===== src/rtl/ram_arbiter_pkg.sv =====
// rtl/ram_arbiter_pkg.sv - shared constants, types and helpers for the RAM arbiter
//
// Holds the RAM word width, requester count, the opcode nibbles understood
// by the data RAM, the arbiter state encoding and small helper functions.
// Imported by every file of the arbiter slice.

package ram_arbiter_pkg;

    localparam int DATA_WIDTH = 16;
    localparam int N_REQ      = 3;
    localparam int ADDR_WIDTH = 8;

    // Opcode nibbles: top nibble selects the unit, next nibble the operation.
    localparam logic [3:0] RAM_OP    = 4'h9;
    localparam logic [3:0] PC_OP     = 4'h7;
    localparam logic [3:0] RAM_WRITE = 4'h1;
    localparam logic [3:0] RAM_READ  = 4'h2;

    // Port 2 is the program counter; it can only read.
    localparam logic [1:0] PORT_PC = 2'd2;

    typedef enum logic [1:0] {
        ST_IDLE   = 2'd0,
        ST_ACCESS = 2'd1,
        ST_DONE   = 2'd2
    } arb_state_e;

    // Next port in cyclic order 0 -> 1 -> 2 -> 0.
    function automatic logic [1:0] next_port(input logic [1:0] p);
        return (p >= 2'd2) ? 2'd0 : p + 2'd1;
    endfunction

    function automatic logic [N_REQ-1:0] port_onehot(input logic [1:0] idx);
        return 3'b001 << idx;
    endfunction

    // Opcode presented to the RAM for the current transaction.
    function automatic logic [DATA_WIDTH-1:0] access_opcode(input logic we,
                                                            input logic [1:0] idx);
        if (we)
            return {RAM_OP, RAM_WRITE, 8'h00};
        else if (idx == PORT_PC)
            return {PC_OP, 12'h000};
        else
            return {RAM_OP, RAM_READ, 8'h00};
    endfunction

endpackage


===== src/rtl/ram_arbiter_if.sv =====
// rtl/ram_arbiter_if.sv - requester-side handshake bundle of the RAM arbiter
//
// Signals:
//   req, req_we           per-port request and write flag (req_we[2] ignored)
//   req_addr, req_wdata   packed per-port address (8b each) and write data (16b each)
//   gnt, rsp_valid        one-hot single-cycle grant / completion pulses
//   rsp_data              read data, valid with rsp_valid (0 after writes)
//   busy                  arbiter in ACCESS or DONE
// Modports: master = requesters, slave = arbiter.

interface ram_arbiter_if;
    import ram_arbiter_pkg::*;

    logic [N_REQ-1:0]            req;
    logic [N_REQ-1:0]            req_we;
    logic [N_REQ*ADDR_WIDTH-1:0] req_addr;
    logic [N_REQ*DATA_WIDTH-1:0] req_wdata;
    logic [N_REQ-1:0]            gnt;
    logic [N_REQ-1:0]            rsp_valid;
    logic [DATA_WIDTH-1:0]       rsp_data;
    logic                        busy;

    modport master (
        output req, req_we, req_addr, req_wdata,
        input  gnt, rsp_valid, rsp_data, busy
    );

    modport slave (
        input  req, req_we, req_addr, req_wdata,
        output gnt, rsp_valid, rsp_data, busy
    );

endinterface


===== src/rtl/ram_arbiter_rr_pick3.sv =====
// rtl/ram_arbiter_rr_pick3.sv - round-robin winner select among three requesters
//
// Ports:
//   req_i    request vector
//   ptr_i    highest-priority port; priority descends cyclically from it
//   valid_o  any request present
//   idx_o    winning port index (0 when valid_o is low)

module rr_pick3
    import ram_arbiter_pkg::*;
(
    input  logic [N_REQ-1:0] req_i,
    input  logic [1:0]       ptr_i,
    output logic             valid_o,
    output logic [1:0]       idx_o
);

    logic [1:0] cand0;
    logic [1:0] cand1;
    logic [1:0] cand2;

    always_comb begin
        // An out-of-range pointer is treated as port 0.
        cand0   = (ptr_i > 2'd2) ? 2'd0 : ptr_i;
        cand1   = next_port(cand0);
        cand2   = next_port(cand1);
        valid_o = |req_i;
        idx_o   = 2'd0;
        // Lowest priority first so the highest-priority hit is assigned last.
        if (req_i[cand2]) idx_o = cand2;
        if (req_i[cand1]) idx_o = cand1;
        if (req_i[cand0]) idx_o = cand0;
    end

endmodule


===== src/rtl/ram_arbiter.sv =====
// rtl/ram_arbiter.sv - single-port data RAM arbiter for ROM loader, ALU and PC ports
//
// One RAM transaction at a time through IDLE -> ACCESS -> DONE. A request
// seen in IDLE is captured, granted in ACCESS (RAM enables driven) and
// answered in DONE. RAM outputs decode from registered state only.
//
// Ports:
//   clk_i, reset_i        clock, synchronous active-high reset
//   bus                   requester handshake (ram_arbiter_if.slave)
//   ram_opcode_o          RAM opcode (0x9200 read, 0x9100 write, 0x7000 PC read)
//   ram_operand_o         {8'h00, addr}
//   ram_write_data_o      write data
//   ram_read_enable_o     read strobe
//   ram_write_enable_o    write strobe, gated off while reset_i is high
//   ram_read_data_i       combinational read data from the RAM
//
// Build option: define RAM_ARB_FIXED_PRI_EN for fixed priority 0 > 1 > 2
// (no round-robin pointer); default is round-robin.

module ram_arbiter
    import ram_arbiter_pkg::*;
(
    input  logic                  clk_i,
    input  logic                  reset_i,
    ram_arbiter_if.slave          bus,
    output logic [DATA_WIDTH-1:0] ram_opcode_o,
    output logic [DATA_WIDTH-1:0] ram_operand_o,
    output logic [DATA_WIDTH-1:0] ram_write_data_o,
    output logic                  ram_read_enable_o,
    output logic                  ram_write_enable_o,
    input  logic [DATA_WIDTH-1:0] ram_read_data_i
);

    arb_state_e            state_q;
    logic                  we_q;
    logic [ADDR_WIDTH-1:0] addr_q;
    logic [DATA_WIDTH-1:0] wdata_q;
    logic [1:0]            idx_q;
    logic [N_REQ-1:0]      gnt_q;
    logic [N_REQ-1:0]      rsp_valid_q;
    logic [DATA_WIDTH-1:0] rsp_data_q;
    logic                  busy_q;

    logic                  pick_valid;
    logic [1:0]            pick_idx;

`ifdef RAM_ARB_FIXED_PRI_EN
    always_comb begin
        pick_valid = |bus.req;
        if (bus.req[0])
            pick_idx = 2'd0;
        else if (bus.req[1])
            pick_idx = 2'd1;
        else
            pick_idx = 2'd2;
    end
`else
    logic [1:0] ptr_q;
    logic [1:0] ptr_d;

    assign ptr_d = next_port(pick_idx);

    // Pointer advances only when a grant is actually issued.
    always_ff @(posedge clk_i) begin
        if (reset_i)
            ptr_q <= 2'd0;
        else if (state_q == ST_IDLE && pick_valid)
            ptr_q <= ptr_d;
    end

    rr_pick3 u_pick (
        .req_i   (bus.req),
        .ptr_i   (ptr_q),
        .valid_o (pick_valid),
        .idx_o   (pick_idx)
    );
`endif

    always_ff @(posedge clk_i) begin
        if (reset_i) begin
            state_q     <= ST_IDLE;
            we_q        <= 1'b0;
            addr_q      <= '0;
            wdata_q     <= '0;
            idx_q       <= 2'd0;
            gnt_q       <= '0;
            rsp_valid_q <= '0;
            rsp_data_q  <= '0;
            busy_q      <= 1'b0;
        end else begin
            gnt_q       <= '0;
            rsp_valid_q <= '0;
            case (state_q)
                ST_IDLE: begin
                    if (pick_valid) begin
                        // The PC port is forced to read whatever req_we says.
                        we_q    <= bus.req_we[pick_idx] & (pick_idx != PORT_PC);
                        addr_q  <= bus.req_addr[{pick_idx, 3'b000} +: ADDR_WIDTH];
                        wdata_q <= bus.req_wdata[{pick_idx, 4'b0000} +: DATA_WIDTH];
                        idx_q   <= pick_idx;
                        gnt_q   <= port_onehot(pick_idx);
                        busy_q  <= 1'b1;
                        state_q <= ST_ACCESS;
                    end
                end
                ST_ACCESS: begin
                    rsp_data_q  <= we_q ? '0 : ram_read_data_i;
                    rsp_valid_q <= port_onehot(idx_q);
                    state_q     <= ST_DONE;
                end
                ST_DONE: begin
                    busy_q  <= 1'b0;
                    state_q <= ST_IDLE;
                end
                default: begin
                    busy_q  <= 1'b0;
                    state_q <= ST_IDLE;
                end
            endcase
        end
    end

    // RAM side: quiet outside ACCESS. The write strobe is masked by reset so
    // an aborted write never lands on the reset edge.
    always_comb begin
        ram_opcode_o       = '0;
        ram_operand_o      = '0;
        ram_write_data_o   = '0;
        ram_read_enable_o  = 1'b0;
        ram_write_enable_o = 1'b0;
        if (state_q == ST_ACCESS) begin
            ram_opcode_o  = access_opcode(we_q, idx_q);
            ram_operand_o = {8'h00, addr_q};
            if (we_q) begin
                ram_write_data_o   = wdata_q;
                ram_write_enable_o = ~reset_i;
            end else begin
                ram_read_enable_o  = 1'b1;
            end
        end
    end

    assign bus.gnt       = gnt_q;
    assign bus.rsp_valid = rsp_valid_q;
    assign bus.rsp_data  = rsp_data_q;
    assign bus.busy      = busy_q;

endmodule


===== src/flat_wrapper.sv =====
// flat-port wrapper written by rule: the top's interface ports become plain ports
module ram_arbiter_flat import ram_arbiter_pkg::*;
  (clk_i, reset_i, ram_opcode_o, ram_operand_o, ram_write_data_o, ram_read_enable_o, ram_write_enable_o, ram_read_data_i, bus_req, bus_req_we, bus_req_addr, bus_req_wdata, bus_gnt, bus_rsp_valid, bus_rsp_data, bus_busy);
  ram_arbiter_if bus_i ();
  input  logic clk_i;
  input  logic reset_i;
  output logic [DATA_WIDTH-1:0] ram_opcode_o;
  output logic [DATA_WIDTH-1:0] ram_operand_o;
  output logic [DATA_WIDTH-1:0] ram_write_data_o;
  output logic ram_read_enable_o;
  output logic ram_write_enable_o;
  input  logic [DATA_WIDTH-1:0] ram_read_data_i;
  input wire logic [$bits(bus_i.req)-1:0] bus_req;
  input wire logic [$bits(bus_i.req_we)-1:0] bus_req_we;
  input wire logic [$bits(bus_i.req_addr)-1:0] bus_req_addr;
  input wire logic [$bits(bus_i.req_wdata)-1:0] bus_req_wdata;
  output wire logic [$bits(bus_i.gnt)-1:0] bus_gnt;
  output wire logic [$bits(bus_i.rsp_valid)-1:0] bus_rsp_valid;
  output wire logic [$bits(bus_i.rsp_data)-1:0] bus_rsp_data;
  output wire logic [$bits(bus_i.busy)-1:0] bus_busy;
  assign bus_i.req = bus_req;
  assign bus_i.req_we = bus_req_we;
  assign bus_i.req_addr = bus_req_addr;
  assign bus_i.req_wdata = bus_req_wdata;
  assign bus_gnt = bus_i.gnt;
  assign bus_rsp_valid = bus_i.rsp_valid;
  assign bus_rsp_data = bus_i.rsp_data;
  assign bus_busy = bus_i.busy;
  ram_arbiter u_core (.clk_i(clk_i), .reset_i(reset_i), .bus(bus_i), .ram_opcode_o(ram_opcode_o), .ram_operand_o(ram_operand_o), .ram_write_data_o(ram_write_data_o), .ram_read_enable_o(ram_read_enable_o), .ram_write_enable_o(ram_write_enable_o), .ram_read_data_i(ram_read_data_i));
endmodule

===== config.mk =====
export PLATFORM = sky130hd
export DESIGN_NAME = ram_arbiter_flat
export DESIGN_NICKNAME = d
export VERILOG_FILES = /design/src/rtl/ram_arbiter_pkg.sv /design/src/rtl/ram_arbiter_if.sv /design/src/rtl/ram_arbiter_rr_pick3.sv /design/src/rtl/ram_arbiter.sv /design/src/flat_wrapper.sv
export SDC_FILE = /design/constraint.sdc
export NUM_CORES = 1
export LEC_CHECK = 0
export ABC_CLOCK_PERIOD_IN_PS = 2900
export BUFFER_PORTS_ARGS = -buffer_cell sky130_fd_sc_hd__buf_4
export CAP_MARGIN = 10
export CELL_PAD_IN_SITES_DETAIL_PLACEMENT = 0
export CELL_PAD_IN_SITES_GLOBAL_PLACEMENT = 1
export CORE_MARGIN = 5
export CORE_UTILIZATION = 30
export CTS_BUF_LIST = sky130_fd_sc_hd__clkbuf_16
export CTS_CLUSTER_DIAMETER = 200
export DETAILED_ROUTE_END_ITERATION = 8
export PLACE_DENSITY = 0.84
export SYNTH_ARGS = -nofsm -noshare
export SYNTH_HDL_FRONTEND = slang
export SYNTH_HIERARCHICAL = 1
export SYNTH_SLANG_ARGS = --single-unit

===== constraint.sdc =====
create_clock -name clk_i -period 2.9 [get_ports clk_i]
set_input_delay 0.58 -clock clk_i [delete_from_list [all_inputs] [get_ports clk_i]]
set_output_delay 0.58 -clock clk_i [all_outputs]
set_load 0.02 [all_outputs]

==> run metrics, run 1 <==
VDD IR max 0.0002481 V; die width ~110 microns; Fin. Hold Viols 0; via count of the first global-routing pass 2,751; clock-pin slew reported for the worst setup and hold paths after clock tree synthesis around 0.070 ns; category of the worst setup path launch point flip-flop; root buffer cell sky130_fd_sc_hd__clkbuf_16; number of synthesized flops with an enable pin 0; share of the cycle needed by the critical path after routing between 80 and 90%; power per standard cell area 541.4 nW/um^2; fraction of final layout cells sized beyond drive strength 1 between 30% and 40%; worst setup path startpoint u_core/ptr_q[0]$_SDFFE_PP0P_; Most used DFF post-synth sky130_fd_sc_hd__dfxtp_1; relative slew slack 58.44%; CTS Buffer Depth 2; count of buffers inserted at the top-level ports approximately 150; Sum Neg Setup Slack 0 ns; R2R Path Start u_core/ptr_q[0]$_SDFFE_PP0P_; I/O pin count 169; first drt pass iteration count 4; post-synthesis instance area 2870 sq um; Async SR Flop Fraction 0%; run status finished clean; CP arrival 2.72 ns; final weighted congestion in routability-driven placement 0.7350; area of the placeable core slightly above 9000 sq um; number of antenna violations at the first check in global routing 0; count of H-tree levels built during CTS 2; CTS tree done; initial standard-cell utilization of the core 30.92%; Worst-Skew Late Latency around 0.28 ns; TritonCTS sink count 54; final setup skew 0.004269 ns; Crit Path Max Fanout 21; Cell variety after synth 34; n_diodes 0; total number of nets in the final design around 560; kind of capture point of the worst setup path flip-flop; Largest stage delay, worst path 0.44 ns; leading post-synthesis cells by instance count 54 x sky130_fd_sc_hd__dfxtp_1, 30 x sky130_fd_sc_hd__nor2_1, 25 x sky130_fd_sc_hd__mux2i_1; Slowest cell on crit path sky130_fd_sc_hd__or4b_1; wire length of the first global-routing pass approximately 14,000 microns; post-layout minimum cycle time 2.575 ns; Avg Synthesized Cell Area 8.619 sq um; area added between synthesis and finish 44.99%; HP Start u_core/bus.rsp_data[15]$_SDFFE_PP0N_; via density per instance ~4.7; class of the worst hold path reg2reg; fill count 958; critical path data required time 3.04 ns; Setup violations, final 0; # rows 35; synthesized instance count 333; pin count of the biggest net entering global routing 53; achievable frequency between 300 and 400 MHz; cell-by-cell trace of the critical path inv_1, ha_1, or4b_1, o21ai_1, o221a_2, buf_4, mux2i_1, a2bb2oi_1, a211oi_1; share of the yosys chip area belonging to registers 37.66%; total clock buffers created by CTS 5; total congestion overflow after global routing 0; area fraction of the dominant cell type after synthesis a little under two fifths; Yosys top cell by area sky130_fd_sc_hd__dfxtp_1; synthesis warning total 6; Total GRT Usage 14.30%; post-DP HPWL 6270 microns; #FFs+latches synth 54; unrepaired setup endpoints after global routing false; Max Transition Viols Final 0; Chip Height 107.8 microns; area enclosed by the die boundary 11,620 sq um; Antenna Violating Nets Remaining 0; kind of critical path reg2reg; MaxCap Viol Count 0; Least-Margin Pin Slew around 0.62 ns; remaining routing DRC violations 0; leakage power of the design 1.942 nW; number of vias after detailed routing 2,797; routed len/inst 14.42 microns; DRT Wirelength about 8500 microns; top post-synthesis cells by area sky130_fd_sc_hd__dfxtp_1 38%, sky130_fd_sc_hd__mux2i_1 8.7%, sky130_fd_sc_hd__a2bb2oi_1 7.3%; smallest hold slack 0.4521 ns; most numerous cell in the Yosys netlist sky130_fd_sc_hd__dfxtp_1; number of violations reported at the end of detailed-routing iteration 0 68
worst max-delay path, delay by kind of cell, from the launching register on:
family,cells,cell delay [ns]
AOI/OAI and AO/OA,4,0.60
buffers and inverters,2,0.40
DFF,1,0.38
muxes,1,0.28
and+or+nand+nor,1,0.44
adders and majority gates,1,0.32
registers in the layout, indices dropped and copies added, names as in the netlist:
signal,cells
u_core/bus.busy,1
u_core/ptr_q,2
u_core/bus.rsp_valid,3
u_core/idx_q,2
u_core/addr_q,8
u_core/bus.rsp_data,16
u_core/state_q,2
u_core/we_q,1
u_core/bus.gnt,3
u_core/wdata_q,16
cell families (layout without fill, tap and decap cells):
| logic type | count (synthesis) | in the layout | synth area share [%] |
|---|---|---|---|
| AOI/OAI and AO/OA | 76 | 76 | 19.09 |
| and+or+nand+nor | 117 | 117 | 22.23 |
| muxes | 25 | 25 | 8.718 |
| other | 1 | 18 | 0.1307 |
| buffers and inverters | 57 | 170 | 10.85 |
| DFF | 54 | 54 | 37.66 |
| adders and majority gates | 3 | 3 | 1.308 |
final timing paths:
path	end	slack, ns	cells after the start
max reg2reg	u_core/addr_q[1]$_SDFFE_PP0P_	0.33	9
max	u_core/addr_q[1]$_SDFFE_PP0P_	0.33	9
min reg2reg	u_core/bus.rsp_data[15]$_SDFFE_PP0N_	0.45	2
min	u_core/bus.rsp_data[15]$_SDFFE_PP0N_	0.45	2
layout by cell type, fill, tap and decap left out, types with 2 or more instances in the layout:
cell                        count
sky130_fd_sc_hd__a211oi_1      24
sky130_fd_sc_hd__a21oi_1       23
sky130_fd_sc_hd__a2bb2oi_1     24
sky130_fd_sc_hd__and2_1        12
sky130_fd_sc_hd__and3_1        16
sky130_fd_sc_hd__buf_4        157
sky130_fd_sc_hd__clkbuf_16      5
sky130_fd_sc_hd__conb_1        18
sky130_fd_sc_hd__dfxtp_1       54
sky130_fd_sc_hd__ha_1           3
sky130_fd_sc_hd__inv_1          5
sky130_fd_sc_hd__mux2i_1       25
sky130_fd_sc_hd__nand2_1       23
sky130_fd_sc_hd__nand2b_1       5
sky130_fd_sc_hd__nand3b_1      17
sky130_fd_sc_hd__nor2_1        30
sky130_fd_sc_hd__nor3_1         2
sky130_fd_sc_hd__nor4_1         2
sky130_fd_sc_hd__nor4b_1        2
sky130_fd_sc_hd__or3_1          2
where the power goes:
part	internal (mW)	switching, mW
combinational	0.347	0.375
sequential	0.827	0.0413
clock	0.404	0.260
stage by stage:
step / worst slack, ns / area, sq um / cells / power, mW / util, %
2_1_floorplan: 0.6094 / 2934 / 350 / 1.379 / -
3_5_place_dp: 0.1416 / 3990 / 584 / 1.612 / 42.98
3_3_place_gp: 0.2333 / 3990 / 584 / 1.594 / 42.98
6_report: 0.3252 / 4161 / 592 / 2.253 / 44.82
4_1_cts: 0.1075 / 4156 / 592 / 2.283 / 44.77
5_1_grt: 0.1350 / 4161 / 592 / 2.387 / 44.82
what timing repair did:
item / 4_1_cts / 5_1_grt
buffers inserted: 0 / 0
hold buffers: 0 / 0
setup endpoints to repair: 0 / 24
resized for setup: 0 / 1
cell type report:
| cell class | count | area, sq um | area share, % |
|---|---|---|---|
| well taps | 129 | 161.4 | 3.879 |
| repair buffers | 157 | 1179 | 28.32 |
| flip-flops and latches | 54 | 1081 | 25.98 |
| clock inverters | 3 | 41.29 | 0.9922 |
| clock buffers | 5 | 125.1 | 3.007 |
| inverters | 5 | 18.77 | 0.4510 |
| multi-input cells | 239 | 1555 | 37.37 |
layer usage:
| metal | wire [microns] | GRT usage, % |
|---|---|---|
| met4 | 47 | 2.795 |
| met3 | 777 | 4.439 |
| met5 | 0 | 0 |
| met1 | 3603 | 17.67 |
| met2 | 4110 | 24.47 |
No activity file was read; power rests on OpenSTA's default activity.
==> run 2, diff against run 1 <==
BUFFER_PORTS_ARGS = -buffer_cell sky130_fd_sc_hd__buf_2   (was -buffer_cell sky130_fd_sc_hd__buf_4)
HOLD_SLACK_MARGIN = 0.02   (was default)
==> run 2 against run 1 <==
Net effect:
- wire length is 3.0% lower
- register-to-register slack better by 0.06 ns
- core utilization is 4.3 points lower
- largest cell class unchanged
- clock power is 11% lower
- largest power group unchanged
- clock-buffer cell count stayed put
- die area stayed put
- combinational power is 9.6% lower
- total power is 5.9% lower
- hold slack worse by 0.0037 ns
- via count is 0.54% higher
==> run metrics, run 2 (synthesis results as in run 1) <==
count of H-tree levels built during CTS 2 (unchanged); MaxCap Viol Count 0 (unchanged); total congestion overflow after global routing 0 (unchanged); post-DP HPWL 5951 microns (-5.1%); share of the cycle needed by the critical path after routing 86.85% (-1.9 points); fraction of final layout cells sized beyond drive strength 1 36.44% (-0.27 points); leakage power of the design 1.841 nW (-5.2%); Fin. Hold Viols 0 (unchanged); run status finished clean; pin count of the biggest net entering global routing 53 (unchanged); achievable frequency 397.0 MHz (+2.2%); post-route design area 3765 sq um (-9.5%); category of the worst setup path launch point flip-flop; number of violations reported at the end of detailed-routing iteration 0 131 (+93%); unrepaired setup endpoints after global routing false; final weighted congestion in routability-driven placement 0.6937 (-5.6%); Chip Height 107.8 microns (unchanged); count of buffers inserted at the top-level ports 149 (unchanged); number of vias after detailed routing 2,812 (+0.54%); total number of nets in the final design 559 (-0.36%); Antenna Violating Nets Remaining 0 (unchanged); routed len/inst 14.04 microns (-2.7%); initial standard-cell utilization of the core 30.92% (unchanged); root buffer cell sky130_fd_sc_hd__clkbuf_16; TritonCTS sink count 54 (unchanged); Least-Margin Pin Slew 0.9779 ns (+0.3558 ns); Setup violations, final 0 (unchanged); smallest hold slack 0.4484 ns (-0.003686 ns); fill count 1,007 (+5.1%); n_diodes 0 (unchanged); Max Transition Viols Final 0 (unchanged); footprint of the multi-input gates 1555 sq um (unchanged); clock group share of total power 27.8% (-1.7 points); first drt pass iteration count 4 (unchanged); post-layout minimum cycle time 2.519 ns (-0.05618 ns); wire length of the first global-routing pass 12,850 microns (-5.2%); number of antenna violations at the first check in global routing 0 (unchanged); die width 107.8 microns (unchanged); I/O pin count 169 (unchanged); clock-pin slew reported for the worst setup and hold paths after clock tree synthesis 0.07 ns (about the same); end-of-flow core utilization 40.55% (-4.3 points); via density per instance 4.766 (+0.88%); relative slew slack 34.72% (-24 points); power dissipated by switching net loads 0.6821 mW (+0.98%); area added between synthesis and finish 31.17%; placed standard-cell area 3615 sq um (-9.4%); Sum Neg Setup Slack 0 ns (unchanged); via count of the first global-routing pass 2,655 (-3.5%); internal power 1.438 mW (-8.8%); Crit Path Max Fanout 30 (+43%); kind of capture point of the worst setup path flip-flop; CTS tree done; power per standard cell area 563.3 nW/um^2 (+4.0%); Worst-Skew Late Latency 0.29 ns (about the same); kind of critical path reg2reg; area enclosed by the die boundary 11,620 sq um (unchanged); leading cell type in the layout, fill and taps excluded sky130_fd_sc_hd__buf_2; # rows 35 (unchanged); class of the worst hold path reg2reg; CTS Buffer Depth 2 (unchanged); Register Area 1081 sq um (unchanged); DRT Wirelength 8282 microns (-3.0%); final setup skew 0.004982 ns (+0.0007132 ns); CP arrival 2.67 ns (-0.05 ns); critical path data required time 3.05 ns (about the same); Post-CTS Hold Buffers 0 (unchanged); net switching fraction of the power 32.16% (+2.2 points); area of the placeable core 9284 sq um (unchanged); total clock buffers created by CTS 5 (unchanged); relative contribution of sequential cells to total power 41.5% (+3.0 points); commonest cells after routing, fill and taps aside 149 x sky130_fd_sc_hd__buf_2, 54 x sky130_fd_sc_hd__dfxtp_1, 30 x sky130_fd_sc_hd__nor2_1, 25 x sky130_fd_sc_hd__mux2i_1; VDD IR max 0.0002562 V (+3.3%); remaining routing DRC violations 0 (unchanged); post-layout total power 2.121 mW (-5.9%); Total GRT Usage 13.43% (-0.87 points); Comb pwr share 30.8% (-1.2 points)
## run 2: cell types whose count changed in the layout (fill, tap and decap cells not counted), sizes merged
cell	previous run	this run
buf	157	155
bufinv	1	0
clkinv	0	1
## run 2: final timing paths
check,from,endpoint,slack [ns],cells past startpoint
worst max-delay path,u_core/ptr_q[0]$_SDFFE_PP0P_,u_core/addr_q[1]$_SDFFE_PP0P_,0.38,9
worst min-delay path,u_core/bus.rsp_data[6]$_SDFFE_PP0N_,u_core/bus.rsp_data[6]$_SDFFE_PP0N_,0.45,2
worst max register to register,u_core/ptr_q[0]$_SDFFE_PP0P_,u_core/addr_q[1]$_SDFFE_PP0P_,0.38,9
worst min register to register,u_core/bus.rsp_data[6]$_SDFFE_PP0N_,u_core/bus.rsp_data[6]$_SDFFE_PP0N_,0.45,2
## run 2: layer usage
metal / share of wire, % / global-route usage (%)
met2: 47 / 23.58
met1: 42 / 15.92
met4: 0.81 / 2.885
met3: 9.9 / 4.319
met5: 0 / 0
## run 2: timing repair
action / in CTS / in global routing
endpoints found under the setup margin: 0 / 24
gates resized for setup: 0 / 1
buffers inserted: 0 / 0
## run 2: cell type report
type	instances	share of cell area (%)
multi-input cells	239	41.31
flip-flops and latches	54	28.71
repair buffers	155	21.34
well taps	129	4.287
clock buffers	5	3.323
clock inverters	3	0.5317
inverters	5	0.4985
## run 2: critical path, cell delays in order (launching register included)
cell and delay [ns]:
sky130_fd_sc_hd__dfxtp_1 0.38, sky130_fd_sc_hd__inv_1 0.06, sky130_fd_sc_hd__ha_1 0.32, sky130_fd_sc_hd__or4b_1 0.46
sky130_fd_sc_hd__o21ai_1 0.10, sky130_fd_sc_hd__o221a_2 0.28, sky130_fd_sc_hd__buf_12 0.24, sky130_fd_sc_hd__mux2i_1 0.26
sky130_fd_sc_hd__a2bb2oi_1 0.17, sky130_fd_sc_hd__a211oi_1 0.09
## run 2: stage by stage
stage               cells  setup WS [ns]
floorplan             350         0.6094
global placement      582         0.2539
detailed placement    582         0.1624
CTS                   590         0.1493
global route          590         0.1881
finish                590         0.3814
## run 2: power by group through the flow
stage / Clock [mW] / Sequential, mW / Combinational (mW)
6_report: 0.589 / 0.879 / 0.652
5_1_grt: 0.638 / 0.893 / 0.719
4_1_cts: 0.613 / 0.880 / 0.657
3_5_place_dp: 0 / 0.897 / 0.656
3_3_place_gp: 0 / 0.892 / 0.642
2_1_floorplan: 0 / 0.903 / 0.477
==> run 3, diff against run 2 <==
CORE_MARGIN = 2   (was 5)
==> run 3 against run 2 <==
Net effect:
- core utilization increased by 0.19 points
- setup slack worse by 0.046 ns
- highest routed layer unchanged
- clock-buffer cell count did not move
- wire length fell by 5.8%
- sequential cell count did not move
- hold slack worse by 0.0021 ns
- register-to-register slack got worse by 0.05 ns
- combinational power hardly changed
- fmax is 1.8% lower
- cell count rose by 0.34%
- via count shrank 1.5%
- global-route usage up 1.1 points
==> run metrics, run 3 (synthesis results as in run 1) <==
number of violations reported at the end of detailed-routing iteration 0 55 (-58%); n_diodes 0 (unchanged); relative slew slack 53.07% (+18 points); post-layout minimum cycle time 2.565 ns (+0.04648 ns); Least-Margin Pin Slew 0.7029 ns (-0.2750 ns); Worst-Skew Late Latency 0.28 ns (about the same); count of H-tree levels built during CTS 2 (unchanged); clock-pin slew reported for the worst setup and hold paths after clock tree synthesis 0.07 ns (about the same); Crit Path Max Fanout 18 (-40%); via count of the first global-routing pass 2,539 (-4.4%); Fin. Hold Viols 0 (unchanged); run status finished clean; share of the cycle needed by the critical path after routing 88.45% (+1.6 points); HP Start u_core/bus.rsp_data[10]$_SDFFE_PP0N_; hold path cells 2 (unchanged); category of the worst setup path launch point flip-flop; CP arrival 2.71 ns (+0.04 ns); pin count of the biggest net entering global routing 53 (unchanged); depth of the worst register-to-register path 9 (unchanged); achievable frequency 389.8 MHz (-1.8%); critical path data required time 3.04 ns (about the same); Antenna Violating Nets Remaining 0 (unchanged); Total GRT Usage 14.58% (+1.1 points); kind of capture point of the worst setup path flip-flop; Sum Neg Setup Slack 0 ns (unchanged); number of vias after detailed routing 2,770 (-1.5%); Chip Height 101.8 microns (-5.6%); register-to-register setup slack 0.33 ns (-0.05 ns); unrepaired setup endpoints after global routing false; area added between synthesis and finish 31.17% (unchanged); initial standard-cell utilization of the core 31.06% (+0.15 points); class of the worst hold path reg2reg; number of antenna violations at the first check in global routing 0 (unchanged); CTS tree done; Setup violations, final 0 (unchanged); total number of nets in the final design 561 (+0.36%); first drt pass iteration count 4 (unchanged); TritonCTS sink count 54 (unchanged); I/O pin count 169 (unchanged); final setup skew 0.008858 ns (+0.003876 ns); root buffer cell sky130_fd_sc_hd__clkbuf_16; MaxCap Viol Count 0 (unchanged); critical register-to-register path endpoint u_core/wdata_q[15]$_SDFFE_PP0P_; Resized Gates After CTS 0 (unchanged); Post-CTS Hold Buffers 0 (unchanged); wire length of the first global-routing pass 12,120 microns (-5.7%); kind of critical path reg2reg; die width 101.8 microns (-5.6%); worst setup slack before clock tree synthesis 0.2029 ns (+0.04050 ns); R2R Path Start u_core/ptr_q[0]$_SDFFE_PP0P_; via density per instance 4.679 (-1.8%); worst-case setup margin in the final layout 0.3349 ns (-0.04648 ns); area enclosed by the die boundary 10,370 sq um (-11%); Largest stage delay, worst path 0.44 ns (-0.02 ns); Slowest cell on crit path sky130_fd_sc_hd__or4b_1; area of the placeable core 9240 sq um (-0.47%); buffer count from post-CTS setup fixing 0 (unchanged); worst min-delay path endpoint u_core/bus.rsp_data[10]$_SDFFE_PP0N_; count of buffers inserted at the top-level ports 149 (unchanged); Max Transition Viols Final 0 (unchanged); post-DP HPWL 5542 microns (-6.9%); final weighted congestion in routability-driven placement 0.7523 (+8.4%); DRT Wirelength 7801 microns (-5.8%); cell-by-cell trace of the critical path inv_1, ha_1, or4b_1, o21ai_1, o221a_2, buf_4, mux2i_1, a2bb2oi_1, a211oi_1; total congestion overflow after global routing 0 (unchanged); # rows 35 (unchanged); CTS Buffer Depth 2 (unchanged); power per standard cell area 559.1 nW/um^2 (-0.74%); VDD IR max 0.0002279 V (-11%); leading cell type in the layout, fill and taps excluded sky130_fd_sc_hd__buf_2; routed len/inst 13.18 microns (-6.1%); remaining routing DRC violations 0 (unchanged); leakage power of the design 1.855 nW (+0.76%); fraction of final layout cells sized beyond drive strength 1 36.72% (+0.27 points); commonest cells after routing, fill and taps aside 149 x sky130_fd_sc_hd__buf_2, 54 x sky130_fd_sc_hd__dfxtp_1, 30 x sky130_fd_sc_hd__nor2_1, 25 x sky130_fd_sc_hd__mux2i_1; total clock buffers created by CTS 5 (unchanged)
## run 3: cell types whose count changed in the layout (fill, tap and decap cells not counted), sizes merged
| cell | previous run | this run |
|---|---|---|
| buf | 155 | 157 |
| clkinv | 1 | 2 |
| clkinvlp | 1 | 0 |
## run 3: layout make-up
type | instances | area (sq um)
inverter | 5 | 18.77
sequential | 54 | 1081
multi-input combinational | 239 | 1555
timing repair buffer | 157 | 805.8
clock inverter | 3 | 17.52
tap | 129 | 161.4
clock buffer | 5 | 125.1
fill | 959 | 5475
## run 3: routing by layer
layer | track usage [%] | vias to the layer above | part of all wire, %
met5 | 0 | - | 0
met4 | 4.205 | 0 | 1.3
met3 | 3.283 | 8 | 8.5
met2 | 25.35 | 121 | 46
met1 | 18.08 | 1235 | 44
li1 | - | 1406 | -
## run 3: where the power goes
part | internal (mW) | switching [mW]
clock network | 0.317 | 0.259
logic | 0.290 | 0.365
registers | 0.826 | 0.0477
total | 1.43 | 0.671
## run 3: worst max-delay path, delay by kind of cell, from the launching register on
kind,cells,cell delay [ns]
muxes,1,0.23
DFF,1,0.38
buffers and inverters,2,0.37
adders and majority gates,1,0.32
and+or+nand+nor,1,0.44
AOI/OAI and AO/OA,4,0.67
## run 3: how the worst max path moves through the flow
stage,from,endpoint,slack (ns),cells after the start
after floorplan,u_core/ptr_q[0]$_SDFFE_PP0P_,u_core/wdata_q[10]$_SDFFE_PP0P_,0.61,10
after global placement,u_core/ptr_q[0]$_SDFFE_PP0P_,u_core/wdata_q[5]$_SDFFE_PP0P_,0.27,8
after detailed placement,u_core/ptr_q[1]$_SDFFE_PP0P_,u_core/addr_q[4]$_SDFFE_PP0P_,0.20,8
after CTS,u_core/ptr_q[0]$_SDFFE_PP0P_,u_core/wdata_q[5]$_SDFFE_PP0P_,0.19,8
after global routing,u_core/ptr_q[0]$_SDFFE_PP0P_,u_core/wdata_q[15]$_SDFFE_PP0P_,0.21,9
final,u_core/ptr_q[0]$_SDFFE_PP0P_,u_core/wdata_q[15]$_SDFFE_PP0P_,0.33,9
## run 3: per-stage QoR
stage	hold WS, ns	cells	instance area (sq um)	utilization [%]	power [mW]
floorplan	0.4291	350	2934	-	1.379
global placement	0.4353	584	3617	39.15	1.531
detailed placement	0.4407	584	3617	39.15	1.548
CTS	0.4507	592	3760	40.69	2.132
global route	0.4684	592	3765	40.74	2.236
finish	0.4464	592	3765	40.74	2.105
